<file path="src/rtl/period_meter_pkg.sv">
// rtl/period_meter_pkg.sv - shared states, default width and saturation helper for period_meter
package period_meter_pkg;

  typedef enum logic [1:0] {IDLE, ARM, MEAS} pm_state_e;

  localparam int PM_WIDTH = 8;

  function automatic logic [31:0] PM_MAX(input int w);
    return (32'd1 << w) - 32'd1;
  endfunction

endpackage

</file>
<file path="src/rtl/edge_detect.sv">
// rtl/edge_detect.sv - single-cycle rising-edge detector for a clk-synchronous input
module edge_detect (
  input  logic clk,
  input  logic clr,
  input  logic in,
  output logic rise
);

  logic pulse_d;

  always_ff @(posedge clk) begin
    if (clr) pulse_d <= 1'b0;
    else     pulse_d <= in;
  end

  assign rise = in & ~pulse_d;

endmodule

</file>
<file path="src/rtl/period_meter.sv">
// rtl/period_meter.sv - measures cycles between rising edges of pulse_in, valid/ack result handshake
module period_meter
  import period_meter_pkg::*;
#(
  parameter int WIDTH = PM_WIDTH
) (
  input  logic             clk,
  input  logic             clr,
  input  logic             ENT,
  input  logic             pulse_in,
  input  logic             ack,
  output logic [WIDTH-1:0] Q,
  output logic             valid,
  output logic             OVF,
  output logic             LOST,
  output logic             busy
);

  localparam logic [WIDTH-1:0] CNT_MAX = WIDTH'(PM_MAX(WIDTH));
  localparam logic [WIDTH-1:0] CNT_ONE = WIDTH'(1);

  pm_state_e        state, next_state;
  logic             rise;
  logic             capture;
  logic [WIDTH-1:0] cnt;
  logic             sat;

  edge_detect u_edge (
    .clk  (clk),
    .clr  (clr),
    .in   (pulse_in),
    .rise (rise)
  );

  // Captures only happen while enabled in MEAS; a rise in any other case is ignored.
  assign capture = (state == MEAS) && ENT && rise;
  assign busy    = (state == MEAS);

  always_comb begin
    next_state = state;
    case (state)
      IDLE:    if (ENT) next_state = ARM;
      ARM:     if (!ENT) next_state = IDLE;
               else if (rise) next_state = MEAS;
      MEAS:    if (!ENT) next_state = IDLE;
      default: next_state = IDLE;
    endcase
  end

  always_ff @(posedge clk) begin
    if (clr) begin
      state <= IDLE;
      cnt   <= '0;
      sat   <= 1'b0;
      Q     <= '0;
      valid <= 1'b0;
      OVF   <= 1'b0;
      LOST  <= 1'b0;
    end else begin
      state <= next_state;

      case (state)
        ARM: begin
          if (ENT && rise) cnt <= CNT_ONE;
        end
        MEAS: begin
          if (!ENT) begin
            cnt <= '0;
            sat <= 1'b0;
          end else if (rise) begin
            cnt <= CNT_ONE;
            sat <= 1'b0;
          end else if (cnt != CNT_MAX) begin
            cnt <= cnt + CNT_ONE;
            if (cnt == CNT_MAX - CNT_ONE) sat <= 1'b1;
          end
        end
        default: ;
      endcase

      // A new capture wins over ack; only an unacknowledged overwrite is lost.
      if (capture) begin
        Q     <= cnt;
        OVF   <= sat;
        valid <= 1'b1;
        if (valid && !ack) LOST <= 1'b1;
      end else if (ack) begin
        valid <= 1'b0;
      end
    end
  end

endmodule

</file>
<file path="config.mk">
export PLATFORM = sky130hd
export DESIGN_NAME = period_meter
export DESIGN_NICKNAME = d
export VERILOG_FILES = /design/src/rtl/period_meter_pkg.sv /design/src/rtl/edge_detect.sv /design/src/rtl/period_meter.sv
export SDC_FILE = /design/constraint.sdc
export NUM_CORES = 1
export LEC_CHECK = 0
export BUFFER_PORTS_ARGS = -buffer_cell sky130_fd_sc_hd__buf_2
export CAP_MARGIN = 20
export CORE_MARGIN = 5
export CORE_UTILIZATION = 49
export DETAILED_ROUTE_END_ITERATION = 12
export PLACE_DENSITY = 0.76
export SYNTH_ARGS = -nofsm -noshare
export SYNTH_HDL_FRONTEND = slang
export SYNTH_SLANG_ARGS = --single-unit
</file>
<file path="constraint.sdc">
create_clock -name clk -period 1.4 [get_ports clk]
set_input_delay 0.35 -clock clk [delete_from_list [all_inputs] [get_ports clk]]
set_output_delay 0.35 -clock clk [all_outputs]
set_load 0.02 [all_outputs]
</file>
==> metrics.md <==
| Metric | Value |
|---|---|
| Post-synth design cell area | between 1000 and 1500 um2 |
| FF-to-FF setup slack | a little over 7 ps |
| #FFs+latches synth | 23 |
| Tightest Hold Check Type | in -> reg |
| CTS Buf Count | 3 |
| Area growth syn-to-layout | 26.2% |
| Setup TNS | 0 ps |
| Worst-skew pair later-pin latency | between 300 and 400 ps |
| Root Buffer | clkbuf_4 |
| Share of flip-flops with an asynchronous set or reset | 0% |
| Area share of the leading cell type in the synthesized netlist | approximately 41% |
| Crit-path leading delay family | simple AND/OR/NAND/NOR gates |
| Worst EP arrival | approximately 1700 ps |
| Die width | around 58 um |
| Register area share after synthesis | slightly above 40% |
| Final Util | between 60 and 70% |
| Synth Net Count | 129 |
| Pre-CTS WS | -110 ps |
| Number of global-route vias before repair | approximately 1,000 |
| Reg2reg path depth | 4 |
| Post-synth top cells | dfxtp_1 (23), nand2_1 (22), a21oi_1 (15) |
| Average size of a mapped cell | a little over 9 um2 |
| Vias | around 1,000 |
| Net switching power | ~0.00025 W |
| HPWL after detailed placement | between 1500 and 2000 um |
| LEAKAGE | 0.535 nW |
| Buf/Inv on CP | 1 |
| Crit Path Category | reg -> reg |
| DIE AREA | roughly 3300 um2 |
| Layout cell share with drive strength beyond 1 | a little over two fifths |
| Crit path depth | 4 |
| Worst Tran Pin Value | slightly below 400 ps |
| Crit end category | register |
| GRT Total Usage | ~16% |
| Drt drc | 0 |
| First drt pass iteration count | 4 |
| Nets | ~160 |
| Reg-to-reg endpoint | cnt[3] |
| Switching share of total power | 23.9% |
| Total core area | about 2200 um2 |
| Pwr dens | approximately 750 nW/um2 |
| P_int | 0.000803 W |
| Cells after Synth | about 120 |
| Number of synthesized flops with an enable pin | 0 |
| Final number of setup-violating endpoints | 0 |
| CTS tree | yes |
| Crit path max fanout | 5 |
| WL per Instance | 14.3 um |
| Fillers | slightly below 200 |
| Slowest CP cell | or4b_1 |
| Fin Hold WS | between 200 and 300 ps |
| Power share of the combinational group | between 7 and 8% |
| Fmax | 718 MHz |
| I/O Pins | 17 |
| Placer Congestion | ~0.85 |
| Post-synth top area cell | dfxtp_1 |
| Initial Util | between 50% and 60% |
| CP max stage delay | between 400 and 500 ps |
| Non-Filler Instances | approximately 180 |
| Crit path from | cnt[0] |
| Hold violation total from the final report | 0 |
| Largest net degree at the start of global routing | 23 |
| Setup ws final | approximately 7.2 ps |
| CTS sink cnt | 23 |
| Antenna Cells | 0 |
| Outcome | completed |
| Row Count | 17 |
| Clock power share | between 20% and 30% |
| Drt via density | 5.61 |
| Clock Skews | approximately 1.9 ps |
| Yosys warns | 0 |
| Remaining global-route overflow | 0 |
| Max-cap violations | 0 |
| Fin crit share | 99.5% |
| DRT iter0 DRCs | 21 |
| Drt total wl | around 2600 um |
| Worst EP required | 1650 ps |
| Slew Limit Fails | 0 |
| Sequential share of power | a little over three fifths |
| Port Buf Inserts | 16 |
| RSZ-0062 raised after global routing | yes |
| Die H | around 58 um |
| Number of antenna-violating nets in the routed design | 0 |
| Crit path to | cnt[3] |
| First-pass GRT wire length | ~4200 um |
| Antenna violations before repair | 0 |
| Most frequent cell after synthesis | dfxtp_1 |
| Worst r2r src | cnt[0] |
| Startpoint Class | register |
| Crit path time final | between 1000 and 1500 ps |
| Crit path cell chain | buf_4, and3_4, or4b_1, a31oi_1 |
| Rel. slew slack | 74.0% |
| Clock Pin Slew Worst Setup and Hold Paths | ~130 ps |
| Synth Flop Type | dfxtp_1 |
| Placed Cells | 175 |
| Count of cell types in the netlist | 38 |
| Clock Path Buffers | 2 |
| H-tree levels | 1 |
| Peak supply drop | 0.614 mV |
| # hold bufs at CTS | 0 |
| Synth top area cells | dfxtp_1 (41%), nand2_1 (7.4%), a21oi_1 (6.7%), nand3_1 (3.6%), a311oi_1 (2.4%) |
-- cell families after synthesis --
family | Yosys count | share of synthesized area [%]
AO/OA/AOI/OAI | 33 | 22.3
adder cells (fa/ha/maj) | 2 | 2.25
buffers and inverters | 11 | 7.20
flip-flops | 23 | 41.4
AND/OR/NAND/NOR | 53 | 26.9
-- what timing repair did --
item	4_1_cts	5_1_grt
setup buffers	3	0
setup endpoints to repair	9	9
pin swaps	1	6
gates resized for setup	9	7
-- per-stage QoR --
step | area [um2] | power [W]
finish | 1400 | 0.00106
global route | 1400 | 0.00111
CTS | 1370 | 0.00107
detailed placement | 1300 | 0.000750
global placement | 1300 | 0.000748
floorplan | 1110 | 0.000723
-- layout by cell type, fill, tap and decap left out, types with 2 or more instances in the layout --
| cell | synthesis | routed |
|---|---|---|
| nand2_1 | 22 | 21 |
| buf_4 | 1 | 20 |
| dfxtp_1 | 23 | 17 |
| a21oi_1 | 15 | 15 |
| buf_2 | 2 | 15 |
| nand3_1 | 8 | 7 |
| dfxtp_2 | 0 | 6 |
| a211oi_1 | 3 | 3 |
| a41oi_1 | 3 | 3 |
| a311oi_1 | 3 | 3 |
| clkbuf_4 | 0 | 3 |
| inv_1 | 2 | 2 |
| nor2b_1 | 2 | 2 |
| and3_2 | 2 | 2 |
| nand2b_1 | 2 | 2 |
| nand3_2 | 1 | 2 |
| and3_1 | 3 | 2 |
| nor2_1 | 2 | 2 |
| nand3b_1 | 2 | 2 |
| a31oi_1 | 2 | 2 |
-- worst min-delay path by stage --
stage / start / end / slack (ps) / cells past startpoint
final: pulse_in / u_edge.pulse_d / 270 / 2
after global routing: pulse_in / u_edge.pulse_d / 280 / 2
after CTS: pulse_in / u_edge.pulse_d / 260 / 2
after detailed placement: Q[5] / Q[5] / 440 / 2
after global placement: Q[0] / Q[0] / 440 / 2
after floorplan: clr / u_edge.pulse_d / 420 / 1
-- cell type report --
cell class / count / area [um2] / share of cell area, %
Multi-Input combinational cell: 88 / 613 / 43.7
Timing Repair Buffer: 36 / 236 / 16.8
Inverter: 3 / 23.8 / 1.69
Clock inverter: 1 / 5.00 / 0.357
Tap cell: 28 / 35.0 / 2.50
Clock buffer: 3 / 22.5 / 1.60
Sequential cell: 23 / 468 / 33.3
-- power by group through the flow --
stage,Sequential (W),Combinational [W],Clock [W]
floorplan,0.000678,0.0000446,0
detailed placement,0.000678,0.0000727,0
finish,0.000664,0.0000775,0.000313
CTS,0.000664,0.0000757,0.000328
global placement,0.000677,0.0000704,0
global route,0.000666,0.0000857,0.000355
-- sequential cells by signal, summed over array words and instances (netlist names) --
signal,cells
Q,8
valid,1
LOST,1
OVF,1
u_edge.pulse_d,1
cnt,8
sat,1
state,2
-- metal layers --
layer / up-vias / GRT usage, % / part of all wire, % / routed length, um
li1: 502 / - / - / -
met1: 496 / 17.0 / 39 / 1010
met2: 19 / 29.8 / 56 / 1460
met3: 4 / 2.45 / 3.5 / 90
met4: 0 / 8.94 / 1.5 / 38
met5: - / 0 / 0 / 0
Power figures use the tool's default switching activity.
